### src/rtl/sipo_deserializer_pkg.sv
// Shared definitions for the serial link receiver.
//   state_t    : receiver FSM encoding (ST_IDLE = 1'b0, ST_SHIFT = 1'b1)
//   LINK_WIDTH : default word width, shared with the transmitting PISO so
//                both ends of the link agree on framing.
package sipo_deserializer_pkg;

    typedef enum logic {
        ST_IDLE  = 1'b0,
        ST_SHIFT = 1'b1
    } state_t;

    localparam int LINK_WIDTH = 4;

endpackage : sipo_deserializer_pkg

### src/rtl/sipo_hold_reg.sv
// One-entry valid/ready holding register for received words.
// Ports:
//   clk, rst_n     : clock, asynchronous active-low reset
//   wr_en, wr_data : a completed word is offered this cycle
//   rd_ready       : consumer accepts the held word
//   dout           : held word (don't-care while dout_valid = 0)
//   dout_valid     : register holds an unconsumed word
//   drop           : the offered word cannot be stored (register full and
//                    not draining this cycle)
module sipo_hold_reg
    import sipo_deserializer_pkg::*;
#(
    parameter int WIDTH = LINK_WIDTH
) (
    input  logic             clk,
    input  logic             rst_n,
    input  logic             wr_en,
    input  logic [WIDTH-1:0] wr_data,
    input  logic             rd_ready,
    output logic [WIDTH-1:0] dout,
    output logic             dout_valid,
    output logic             drop
);

    // A slot is free when empty or when its occupant leaves on this edge.
    logic slot_free;
    assign slot_free = !dout_valid || rd_ready;
    assign drop      = wr_en && !slot_free;

    always_ff @(posedge clk or negedge rst_n) begin
        if (!rst_n) begin
            dout       <= '0;
            dout_valid <= 1'b0;
        end else if (wr_en && slot_free) begin
            dout       <= wr_data;
            dout_valid <= 1'b1;
        end else if (dout_valid && rd_ready) begin
            dout_valid <= 1'b0;
        end
    end

endmodule : sipo_hold_reg

### src/rtl/sipo_deserializer.sv
// Serial-in/parallel-out receiver for the MSB-first PISO bit stream.
// A sampled bit with start=1 begins a word; WIDTH bits later the word is
// handed to a one-entry valid/ready holding register.
// Ports:
//   clk, rst_n   : clock, asynchronous active-low reset
//   sin, sin_en  : serial bit and its sampling strobe
//   start        : marks the sampled bit as the MSB of a new word
//   dout         : received word, first bit in dout[WIDTH-1]
//   dout_valid   : dout holds an unconsumed word
//   dout_ready   : consumer accepts dout
//   busy         : a word is partially received
//   overrun      : sticky, a completed word was dropped (register full)
//   frame_err    : sticky, a partial word was aborted by start
//   clr_err      : clears both sticky flags (a same-edge set wins)
module sipo_deserializer
    import sipo_deserializer_pkg::*;
#(
    parameter int WIDTH = LINK_WIDTH
) (
    input  logic             clk,
    input  logic             rst_n,
    input  logic             sin,
    input  logic             sin_en,
    input  logic             start,
    output logic [WIDTH-1:0] dout,
    output logic             dout_valid,
    input  logic             dout_ready,
    output logic             busy,
    output logic             overrun,
    output logic             frame_err,
    input  logic             clr_err
);

    localparam int CNT_W = $clog2(WIDTH + 1);

    state_t             state;
    // Only the WIDTH-1 bits already received need storing; the last bit
    // comes straight from sin on the completing edge.
    logic [WIDTH-2:0]   sr;
    logic [CNT_W-1:0]   cnt;
    logic [WIDTH-1:0]   new_word;
    logic               last_bit;
    logic               complete;
    logic               abort;
    logic               drop;

    assign new_word = {sr, sin};
    assign last_bit = (cnt == CNT_W'(WIDTH - 1));
    assign complete = (state == ST_SHIFT) && sin_en && !start && last_bit;
    assign abort    = (state == ST_SHIFT) && sin_en && start;
    assign busy     = (state == ST_SHIFT);

    // Framing FSM, shifter and bit counter
    always_ff @(posedge clk or negedge rst_n) begin
        if (!rst_n) begin
            state <= ST_IDLE;
            sr    <= '0;
            cnt   <= '0;
        end else if (sin_en) begin
            if (start) begin
                // New MSB; any partial word (resync) is discarded.
                sr    <= (WIDTH-1)'(sin);
                cnt   <= CNT_W'(1);
                state <= ST_SHIFT;
            end else if (state == ST_SHIFT) begin
                sr <= new_word[WIDTH-2:0];
                if (last_bit) begin
                    cnt   <= '0;
                    state <= ST_IDLE;
                end else begin
                    cnt <= cnt + CNT_W'(1);
                end
            end
        end
    end

    // Sticky error flags; a set on the same edge as clr_err takes priority
    always_ff @(posedge clk or negedge rst_n) begin
        if (!rst_n) begin
            overrun   <= 1'b0;
            frame_err <= 1'b0;
        end else begin
            if (complete && drop)
                overrun <= 1'b1;
            else if (clr_err)
                overrun <= 1'b0;

            if (abort)
                frame_err <= 1'b1;
            else if (clr_err)
                frame_err <= 1'b0;
        end
    end

    // Output holding register
    sipo_hold_reg #(
        .WIDTH (WIDTH)
    ) u_hold (
        .clk        (clk),
        .rst_n      (rst_n),
        .wr_en      (complete),
        .wr_data    (new_word),
        .rd_ready   (dout_ready),
        .dout       (dout),
        .dout_valid (dout_valid),
        .drop       (drop)
    );

endmodule : sipo_deserializer

### config.mk
export PLATFORM = sky130hd
export DESIGN_NAME = sipo_deserializer
export DESIGN_NICKNAME = d
export VERILOG_FILES = /design/src/rtl/sipo_deserializer_pkg.sv /design/src/rtl/sipo_hold_reg.sv /design/src/rtl/sipo_deserializer.sv
export SDC_FILE = /design/constraint.sdc
export NUM_CORES = 1
export LEC_CHECK = 0
export ABC_AREA = 1
export BUFFER_PORTS_ARGS = -buffer_cell sky130_fd_sc_hd__buf_2
export CAP_MARGIN = 10
export CORE_AREA = 2 2 39 41
export DETAILED_ROUTE_END_ITERATION = 10
export DIE_AREA = 0 0 41 43
export GPL_TIMING_DRIVEN = 0
export HOLD_SLACK_MARGIN = 0.12
export PLACE_DENSITY = 0.69
export SYNTH_ARGS = -nofsm -noshare
export SYNTH_HDL_FRONTEND = slang
export SYNTH_SLANG_ARGS = --single-unit
### constraint.sdc
create_clock -name clk -period 1.35 [get_ports clk]
set_clock_uncertainty 0.1 [all_clocks]
set_input_delay 0.405 -clock clk [delete_from_list [all_inputs] [get_ports clk]]
set_output_delay 0.405 -clock clk [all_outputs]
set_load 0.01 [all_outputs]
# After elaboration in Yosys (flattened, before gate mapping)
# Cells that the tools add are included.
[totals] elab_cells=39 ff_bits=14 in_bits=7
[classes] add_sub_neg=1 reduce_logical=17 n_mux=13 n_eq_ne=1
[ops] op="$mux 3" count=5
[ops] op="$logic_and 1x1->1" count=8
[ops] op="$mux 1" count=8
[ops] op="$reduce_bool 2->1" count=4
[ops] op="$add 3x1->3 const B" count=1
[ops] op="$eq 3x2->1 const B" count=1
[ops] op="$logic_not 1->1" count=3
[ops] op="$reduce_and 2->1" count=1
[ops] op="$logic_or 1x1->1" count=1

# Longest topological paths before layout
# Gate-level depths: netlist of the first run.
[depth] ltp_word=6 ltp_mapped=6

# Hierarchy
# Synthesis of the first run repeated with hierarchy kept, for this count alone.
[unflattened] cells_unflattened=73 hier_area_um2=613.1
[by_module_without_submodules] module="sipo_deserializer" n_inst=1 seq_area_each_um2=225.2 cells_each=50 area_per_inst_um2=410.4
[by_module_without_submodules] module="sipo_hold_reg" n_inst=1 seq_area_each_um2=125.1 cells_each=23 area_per_inst_um2=202.7

# Worst setup path after synthesis of the first run
# Ideal clock, no wire load.
[synth_path] kind="register to register" from="register cnt[0]" to="register u_hold.dout[0]" synth_period_minus_slack_ns=1.215 required_ns=1.133 stages_incl_launch_ff=7 path_buffers=0 setup_ns=0.117 setup_slack_ns=0.135 arrival_ns=0.998 path_cell_list="dfrtp_1 ha_1 inv_1 nor2_2 nand3_2 nand2_1 nand2_1"
[synth_via] elab_chain_len=3
[synth_rtl] element="from (decl)" line="sipo_deserializer.sv:40" rtl="logic [CNT_W-1:0] cnt;"
[synth_rtl] element="from (signal assigned)" line="sipo_deserializer.sv:71" rtl="cnt <= cnt + CNT_W'(1);"
[synth_rtl] element="$eq 3x2->1" line="sipo_deserializer.sv:48" rtl="assign last_bit = (cnt == CNT_W'(WIDTH - 1));"
[synth_rtl] element="$logic_and 1x1->1" line="sipo_deserializer.sv:49" rtl="assign complete = (state == ST_SHIFT) && sin_en && !start && last_bit;"
[synth_rtl] element="$logic_and 1x1->1" line="sipo_hold_reg.sv:34" rtl="end else if (wr_en && slot_free) begin"
[synth_rtl] element="to (signal assigned)" line="sipo_hold_reg.sv:35" rtl="dout <= wr_data;"
[synth_rtl] element="to (decl)" line="sipo_hold_reg.sv:20" rtl="output logic [WIDTH-1:0] dout,"
# No other way between the ends.
# A chain may end at the register's enable or synchronous reset.

# Worst setup path after layout of the first run
[layout_path] from="register state (netlist: busy)" to="output port busy"
[layout_rtl] element="from (decl)" line="sipo_deserializer.sv:36" rtl="state_t state;"
[layout_rtl] element="from (signal assigned)" line="sipo_deserializer.sv:56" rtl="state <= ST_IDLE;"
[layout_rtl] element="from (signal assigned)" line="sipo_deserializer.sv:64" rtl="state <= ST_SHIFT;"
[layout_rtl] element="from (signal assigned)" line="sipo_deserializer.sv:69" rtl="state <= ST_IDLE;"
[layout_rtl] element="to (decl)" line="sipo_deserializer.sv:28" rtl="output logic busy,"
# No word-level cell between the ends.

==> flow_summary.yaml, run 1 <==
outcome:
  status: "complete, no violations"
clock_network:
  cts_tree: "built"
  h-tree-depth: 1
  clkLatencyLatePin_ns: 0.28
  clockBufferDepth: 2
  path_clk_slew_ns: 0.07
  cts_num_sinks: 14
  cts_buffers: 3
  cts_root_buffer: "clkbuf_4"
worst_setup_path:
  arrival_ns: 0.82
  start_kind: "flip-flop"
  critical_path_class: "flip-flop to output port"
  worst_r2r_startpoint: "cnt[0]"
  reg2reg_slack_ns: 0.10
  reg2reg_depth: 6
  cp_slowest_cell: "dfrtp_1"
  cp.required_ns: 0.85
  critPathTopFamily: "flip-flops"
  timing.rr.end: "u_hold.dout[2]"
  crit_path_end_kind: "output port"
  cpPeakStageDelay_ns: 0.40
  cp_max_fo: 3
  crit_buf_inv: 1
  cp_cell_sequence: "buf_2"
synthesis:
  synth_cell_types: 13
  synthTopCellsByCount: "nand2_1 (34), dfrtp_1 (14), inv_1 (7), nand4_1 (4)"
  syn_nets: 76
  yosys_register_bits: 14
  yosysSeqAreaShare_pct: 58.2
  yosysTopAreaCell: "dfrtp_1"
  async_flop_share_pct: 100
  ys_warn_count: 0
  synthTopCellsByArea: "dfrtp_1 (58%), nand2_1 (21%), inv_1 (4.4%)"
  synth_top_area_share_pct: 58.2
  synth_edf_count: 0
  syn_avg_cell_area_um2: 8.85
  ys.flop_type: "dfrtp_1"
  synth.most_common_cell: "nand2_1"
  synth_area_um2: 602
  netlist_instances: 68
die:
  core_region_area_um2: 1380
  die_h_um: 43
  fp-row-count: 14
  die_area_um2: 1760
  initial_core_util_pct: 43.5
  dieWidth_um: 41
  io-pin-count: 15
global_route:
  grt_usage_pct: 15.2
  grt_max_degree: 15
  grt_overflow: 0
  grt_pass1_vias: 478
  grt_pass1_wl_mm: 1.76
  antenna_found_initial: 0
min_path:
  whs_path_depth: 3
  min_to: "sr[0]"
  min-delay-start: "sin"
  hold_class: "input port to flip-flop"
place:
  place_congestion: 0.719
  dp_hpwl_um: 765
  placed_area_um2: 692
  io_buffers: 14
  pre_cts_ws_ns: -0.0421
timing:
  layout_min_cycle_time_ns: 1.33
  setup_tns_ns: 0
  max-slew-margin-rel_pct: 80.0
  setup_violations: 0
  setup_slack_ns: 0.0237
  hold_viol_final: 0
  tightestPinTransition_ns: 0.300
  rsz0062_at_grt: "true"
  maxSlewViolCount: 0
  finalCritPeriodShare_pct: 98.2
  hold_slack_ns: 0.249
  timing.fmax_mhz: 754
finish:
  postLayoutCoreUtil_pct: 53.7
  area_growth_pct: 23.5
  antenna_cells: 0
  nets: 97
  drive_above_1_share_pct: 27.6
  final_cell_area_um2: 743
  multi_input_area_um2: 244
  seqCellArea_um2: 350
  fillers: 136
detailed_routing:
  drc: 0
  drt-initial-drc-count: 16
  drt-pass1-iter-count: 4
  wl_per_cell_um: 10.8
  viasPerCell: 5.00
  ant_nets: 0
  wirelength_mm: 1.11
  vias: 515
pwr:
  ir_worst_vdd_v: 0.000736
  powerDensity_nw_per_um2: 1700
  p_leak_nw: 0.426
flow_run:
  cap_violations: 0
## metrics by stage
| stage | total power [W] | cells |
|---|---|---|
| after floorplan | 0.000859 | 68 |
| after global placement | 0.000987 | 98 |
| after detailed placement | 0.00100 | 98 |
| after CTS | 0.00124 | 102 |
| after global routing | 0.00137 | 103 |
| final | 0.00126 | 103 |
## report_power, final
group | internal (W) | switching (W) | total [W]
logic | 0.000167 | 0.000266 | 0.000433
registers | 0.000536 | 0.0000652 | 0.000601
clock network | 0.000104 | 0.000125 | 0.000229
## final cells by class
type / count / area share [%]
Tap cell: 16 / 2.69
Multi-Input combinational cell: 48 / 32.8
Clock buffer: 3 / 3.03
Timing Repair Buffer: 15 / 10.8
Inverter: 7 / 3.54
Sequential cell: 14 / 47.1
## state kept, by name, indices dropped and copies added (netlist names)
| signal | flops |
|---|---|
| u_hold.dout | 4 |
| cnt | 3 |
| sr | 3 |
| busy | 1 |
| frame_err | 1 |
| overrun | 1 |
| u_hold.dout_valid | 1 |
## metal layers
metal / GRT usage (%) / up-vias / routed length, um / share of wire (%)
li1: - / 257 / - / -
met1: 16.6 / 229 / 446 / 40
met2: 23.8 / 22 / 535 / 48
met3: 3.14 / 7 / 80 / 7.2
met4: 12.0 / 0 / 45 / 4.1
met5: 0 / - / 0 / 0
## placed cells by master, fill, tap and decap left out, drive strengths merged
master,Yosys,layout
dlygate4sd3,0,1
nand2,35,35
nor2,2,3
a21oi,1,1
buf,0,14
dfrtp,14,14
nand4,4,4
ha,1,1
clkbuf,0,3
o21ai,2,2
inv,7,7
nand3,1,1
nand3b,1,1
## cell families (layout without fill, tap and decap cells)
| group | count (synthesis) | in the layout | share of synthesized area (%) |
|---|---|---|---|
| fa+ha+maj | 1 | 1 | 2.08 |
| buf+inv | 7 | 25 | 4.37 |
| simple gates | 43 | 44 | 32.2 |
| compound gates | 3 | 3 | 3.12 |
| flops | 14 | 14 | 58.2 |
## worst max-delay path by stage
stage,startpoint,to,cells past startpoint
after global routing,busy,busy,1
after CTS,busy,busy,1
final,busy,busy,1
after floorplan,cnt[0],u_hold.dout[0],6
after global placement,cnt[0],u_hold.dout[2],6
after detailed placement,cnt[0],u_hold.dout[3],6
## what timing repair did
action,in CTS,in global routing
hold buffers,1,0
setup endpoints to repair,4,5
gates resized for setup,1,2
gates cloned,0,1
hold endpoints to repair,14,0
pin swaps,0,1
setup buffers,0,0
No activity file was read; power rests on OpenSTA's default activity.
==> run 2, diff against run 1 <==
- ABC_AREA: 1 -> default
- BUFFER_PORTS_ARGS: -buffer_cell sky130_fd_sc_hd__buf_2 -> -buffer_cell sky130_fd_sc_hd__clkbuf_2
- PLACE_DENSITY: 0.69 -> 0.71
==> flow_summary.yaml, run 2 <==
worst_setup_path:
  cp_max_fo: 3
  crit_path_end_kind: "flip-flop"
  arrival_ns: 1.64
  critical_path_class: "flip-flop to flip-flop"
  timing.rr.end: "u_hold.dout[1]"
  start_kind: "flip-flop"
  cp.required_ns: 1.40
  reg2reg_slack_ns: -0.23
  reg2reg_depth: 5
  worst_r2r_startpoint: "cnt[1]"
clock_network:
  clkLatencyLatePin_ns: 0.27
  cts_tree: "built"
  cts_root_buffer: "clkbuf_4"
  cts_buffers: 3
  clockBufferDepth: 2
  cts_num_sinks: 14
  h-tree-depth: 1
  path_clk_slew_ns: 0.08
detailed_routing:
  drc: 0
  drt-pass1-iter-count: 4
  drt-initial-drc-count: 3
  viasPerCell: 5.19
  ant_nets: 0
  wirelength_mm: 1.18
  wl_per_cell_um: 12.6
  vias: 488
global_route:
  antenna_found_initial: 0
  grt_pass1_wl_mm: 1.99
  grt_overflow: 0
  grt_usage_pct: 16.9
  grt_pass1_vias: 449
  grt_max_degree: 15
synthesis:
  synth_cell_types: 21
  synth_edf_count: 0
  synthSimpleGateAreaFrac_pct: 14.1
  syn_nets: 63
  synth_adder_area_share_pct: 2.01
  ys_warn_count: 0
  synth_top_area_share_pct: 56.2
  syn_avg_cell_area_um2: 11.3
  synth_mux_area_share_pct: 9.04
  yosys_register_bits: 14
  synth_compound_area_share_pct: 13.5
  synth_xor_area_share_pct: 0
  synthTopCellsByArea: "dfrtp_1 (56%), mux2_2 (9.0%), o21ai_0 (4.8%)"
  netlist_instances: 55
  yosysSeqAreaShare_pct: 56.2
  async_flop_share_pct: 100
  ys.flop_type: "dfrtp_1"
  synth_top_family_by_area: "simple AND/OR/NAND/NOR gates"
  synth.most_common_cell: "dfrtp_1"
  yosysTopAreaCell: "dfrtp_1"
  synthTopCellsByCount: "dfrtp_1 (14), inv_1 (6), o21ai_0 (6), mux2_2 (5), nand2_1 (4)"
  synth_area_um2: 623
timing:
  timing.fmax_mhz: 631
  rsz0062_at_grt: "true"
  setup_slack_ns: -0.234
  layout_min_cycle_time_ns: 1.58
  tightestPinTransition_ns: 0.341
  hold_slack_ns: 0.232
  setup_tns_ns: -1.08
  maxSlewViolCount: 0
  finalCritPeriodShare_pct: 117
  max-slew-margin-rel_pct: 77.3
  hold_viol_final: 0
  setup_violations: 6
die:
  fp-row-count: 14
  initial_core_util_pct: 45.0
  die_area_um2: 1760
  core_region_area_um2: 1380
  io-pin-count: 15
  die_h_um: 43
  dieWidth_um: 41
finish:
  drive_above_1_share_pct: 44.9
  final_cell_mix: "dfrtp_1 (14), clkbuf_2 (14), inv_1 (6), buf_4 (5)"
  area_growth_pct: 32.9
  nets: 88
  fillers: 114
  antenna_cells: 0
  regMostFlops: "u_hold.dout"
  largest_reg_flops: 4
  top_regs: "u_hold.dout x4, cnt x3, sr x3"
outcome:
  status: "finished with violations"
  violations: "setup timing"
min_path:
  min_to: "frame_err"
  hold_class: "input port to flip-flop"
  min-delay-start: "clr_err"
  whs_path_depth: 2
flow_run:
  cap_violations: 0
pwr:
  p_leak_nw: 0.420
  ir_worst_vdd_v: 0.000830
  powerDensity_nw_per_um2: 1750
place:
  io_buffers: 14
  place_congestion: 0.726
-- run 2: worst max path at each step --
| stage | start | endpoint |
|---|---|---|
| 5_1_grt | cnt[1] | u_hold.dout[1] |
| 6_report | cnt[1] | u_hold.dout[1] |
| 3_3_place_gp | cnt[0] | u_hold.dout[0] |
| 3_5_place_dp | cnt[0] | u_hold.dout[2] |
| 4_1_cts | cnt[1] | u_hold.dout[3] |
| 2_1_floorplan | cnt[0] | u_hold.dout[0] |
-- run 2: cell type report --
cell class	count	area [um^2]	area share, %
Buffer	2	12.5	1.51
Clock buffer	3	22.5	2.72
Inverter	6	22.5	2.72
Multi-Input combinational cell	33	279	33.7
Sequential cell	14	350	42.3
Tap cell	16	20.0	2.42
Timing Repair Buffer	20	121	14.7
-- run 2: through the flow --
step	power [W]	util (%)	cells	setup WS (ns)	cell area (um^2)
detailed placement	0.00109	52.5	85	-0.342	727
floorplan	0.000936	-	55	-0.209	637
CTS	0.00144	59.7	94	-0.242	826
global placement	0.00107	52.5	85	-0.327	727
global route	0.00155	59.9	94	-0.307	828
finish	0.00145	59.9	94	-0.234	828
-- run 2: cells by family (layout without fill, tap and decap cells) --
group | after synthesis | after routing
AO/OA/AOI/OAI | 14 | 14
adder cells (fa/ha/maj) | 1 | 1
buffers and inverters | 8 | 31
flip-flops | 14 | 14
multiplexers | 5 | 5
AND/OR/NAND/NOR | 13 | 13
-- run 2: what timing repair did --
action                     4_1_cts  5_1_grt
gates resized for setup          6        4
setup endpoints to repair        6        8
hold endpoints to repair        14        0
hold buffers                     1        0
buffers inserted                 5        0
pin swaps                        4        3
-- run 2: routing by layer --
layer / global-route usage (%) / wire [um]
met1: 21.2 / 498
met2: 25.3 / 605
met3: 3.14 / 64
met4: 10.7 / 14
met5: 0 / 0
-- run 2: worst max-delay path, cell delays in order, from the launching register on --
cell and delay (ns):
dfrtp_1 0.39, ha_4 0.17, nand2b_4 0.06, nor4b_4 0.26, buf_4 0.18, mux2_4 0.29
-- run 2: where the power goes --
group	internal (W)	switching [W]	total [W]
sequential	0.000545	0.0000827	0.000628
clock	0.000103	0.000121	0.000224
combinational	0.000323	0.000271	0.000593
==> run 3, diff against run 2 <==
- SKIP_CTS_REPAIR_TIMING: default -> 1
==> flow_summary.yaml, run 3 (synthesis results as in run 2) <==
timing:
  max-slew-margin-rel_pct: 77.4
  tightestPinTransition_ns: 0.339
  finalCritPeriodShare_pct: 119
  timing.fmax_mhz: 621
  rsz0062_at_grt: "true"
  setup_violations: 5
  layout_min_cycle_time_ns: 1.61
  setup_slack_ns: -0.260
  hold_viol_final: 0
  maxSlewViolCount: 0
global_route:
  grt_overflow: 0
  grt_usage_pct: 15.3
  grt_pass1_wl_mm: 1.81
  grt_pass1_vias: 426
  antenna_found_initial: 0
  grt_max_degree: 15
die:
  die_h_um: 43
  dieWidth_um: 41
  die_area_um2: 1760
  io-pin-count: 15
  initial_core_util_pct: 45.0
  fp-row-count: 14
  core_region_area_um2: 1380
pwr:
  powerDensity_nw_per_um2: 1730
  p_leak_nw: 0.403
  p_seq_share_pct: 45.4
  clkPwrFrac_pct: 16.1
  p_int_w: 0.000928
  netSwitchingFraction_pct: 32.9
  power_switching_w: 0.000455
  p_comb_share_pct: 38.6
  report.power.total_w: 0.00138
  ir_worst_vdd_v: 0.000811
worst_setup_path:
  cp_max_fo: 5
  cp.required_ns: 1.40
  cp_slowest_cell: "dfrtp_1"
  cpPeakStageDelay_ns: 0.40
  arrival_ns: 1.66
  start_kind: "flip-flop"
  crit_path_end_kind: "flip-flop"
  crit_buf_inv: 1
  cp_cell_sequence: "ha_4 -> nand2b_4 -> nor4b_4 -> buf_4 -> mux2_4"
  critPathTopFamily: "flip-flops"
  critical_path_class: "flip-flop to flip-flop"
finish:
  drive_above_1_share_pct: 42.7
  regMostFlops: "u_hold.dout"
  largest_reg_flops: 4
  fillers: 119
  final_cell_area_um2: 798
  postLayoutCoreUtil_pct: 57.7
  final_cell_mix: "dfrtp_1 (14), clkbuf_2 (14), inv_1 (6), o21ai_0 (6)"
  nets: 85
  top_regs: "u_hold.dout x4, cnt x3, sr x3"
  antenna_cells: 0
  area_growth_pct: 28.1
detailed_routing:
  drt-initial-drc-count: 3
  wl_per_cell_um: 12.5
  wirelength_mm: 1.13
  viasPerCell: 5.12
  drt-pass1-iter-count: 2
  ant_nets: 0
  drc: 0
  vias: 466
clock_network:
  clockBufferDepth: 2
  cts_tree: "built"
  h-tree-depth: 1
  path_clk_slew_ns: 0.08
  clkLatencyLatePin_ns: 0.27
  cts_num_sinks: 14
  cts_root_buffer: "clkbuf_4"
  cts_buffers: 3
min_path:
  hold_class: "input port to flip-flop"
place:
  pre_cts_ws_ns: -0.342
  io_buffers: 14
  place_congestion: 0.726
  placed_area_um2: 727
flow_run:
  cap_violations: 0
outcome:
  violations: "setup timing"
  status: "finished with violations"
[run 3: cell type report]
type	instances	area (um^2)	area share (%)
Clock buffer	3	22.5	2.82
Sequential cell	14	350	43.9
Buffer	2	12.5	1.57
Tap cell	16	20.0	2.51
Multi-Input combinational cell	33	275	34.5
Inverter	6	22.5	2.82
Timing Repair Buffer	17	95.1	11.9
[run 3: stage by stage]
stage / TNS [ns] / cells / hold slack, ns
detailed placement: -1.59 / 85 / 0.226
CTS: -1.49 / 88 / -0.0705
global route: -1.35 / 91 / 0.220
global placement: -1.56 / 85 / 0.226
floorplan: -0.801 / 55 / 0.00941
finish: -1.09 / 91 / 0.234
[run 3: worst paths after layout]
kind / to / cells after the start / startpoint / slack, ns
max in group asynchronous: u_hold.dout[3] / 2 / rst_n / 0.44
hold / removal: frame_err / 2 / clr_err / 0.23
min in group asynchronous: busy / 2 / rst_n / 0.46
hold reg to reg: cnt[2] / 1 / cnt[2] / 0.40
setup reg to reg: u_hold.dout[1] / 5 / cnt[0] / -0.26
setup / recovery: u_hold.dout[1] / 5 / cnt[0] / -0.26
[run 3: worst reg2reg max path: stages, from the launching register on]
cell and delay (ns):
dfrtp_1 0.40, ha_4 0.16, nand2b_4 0.08, nor4b_4 0.27, buf_4 0.19, mux2_4 0.30
[run 3: layer usage]
metal	global-route usage, %	wire length [um]	up-vias
met5	0	0	-
met4	10.0	12	0
met3	3.14	40	2
met2	23.8	571	10
met1	18.1	508	219
li1	-	-	235
[run 3: power groups by stage]
stage | sequential (W) | combinational, W | clock (W)
after detailed placement | 0.000625 | 0.000470 | 0
after CTS | 0.000616 | 0.000472 | 0.000233
final | 0.000628 | 0.000533 | 0.000222
after global placement | 0.000619 | 0.000454 | 0
after floorplan | 0.000654 | 0.000282 | 0
after global routing | 0.000648 | 0.000591 | 0.000259
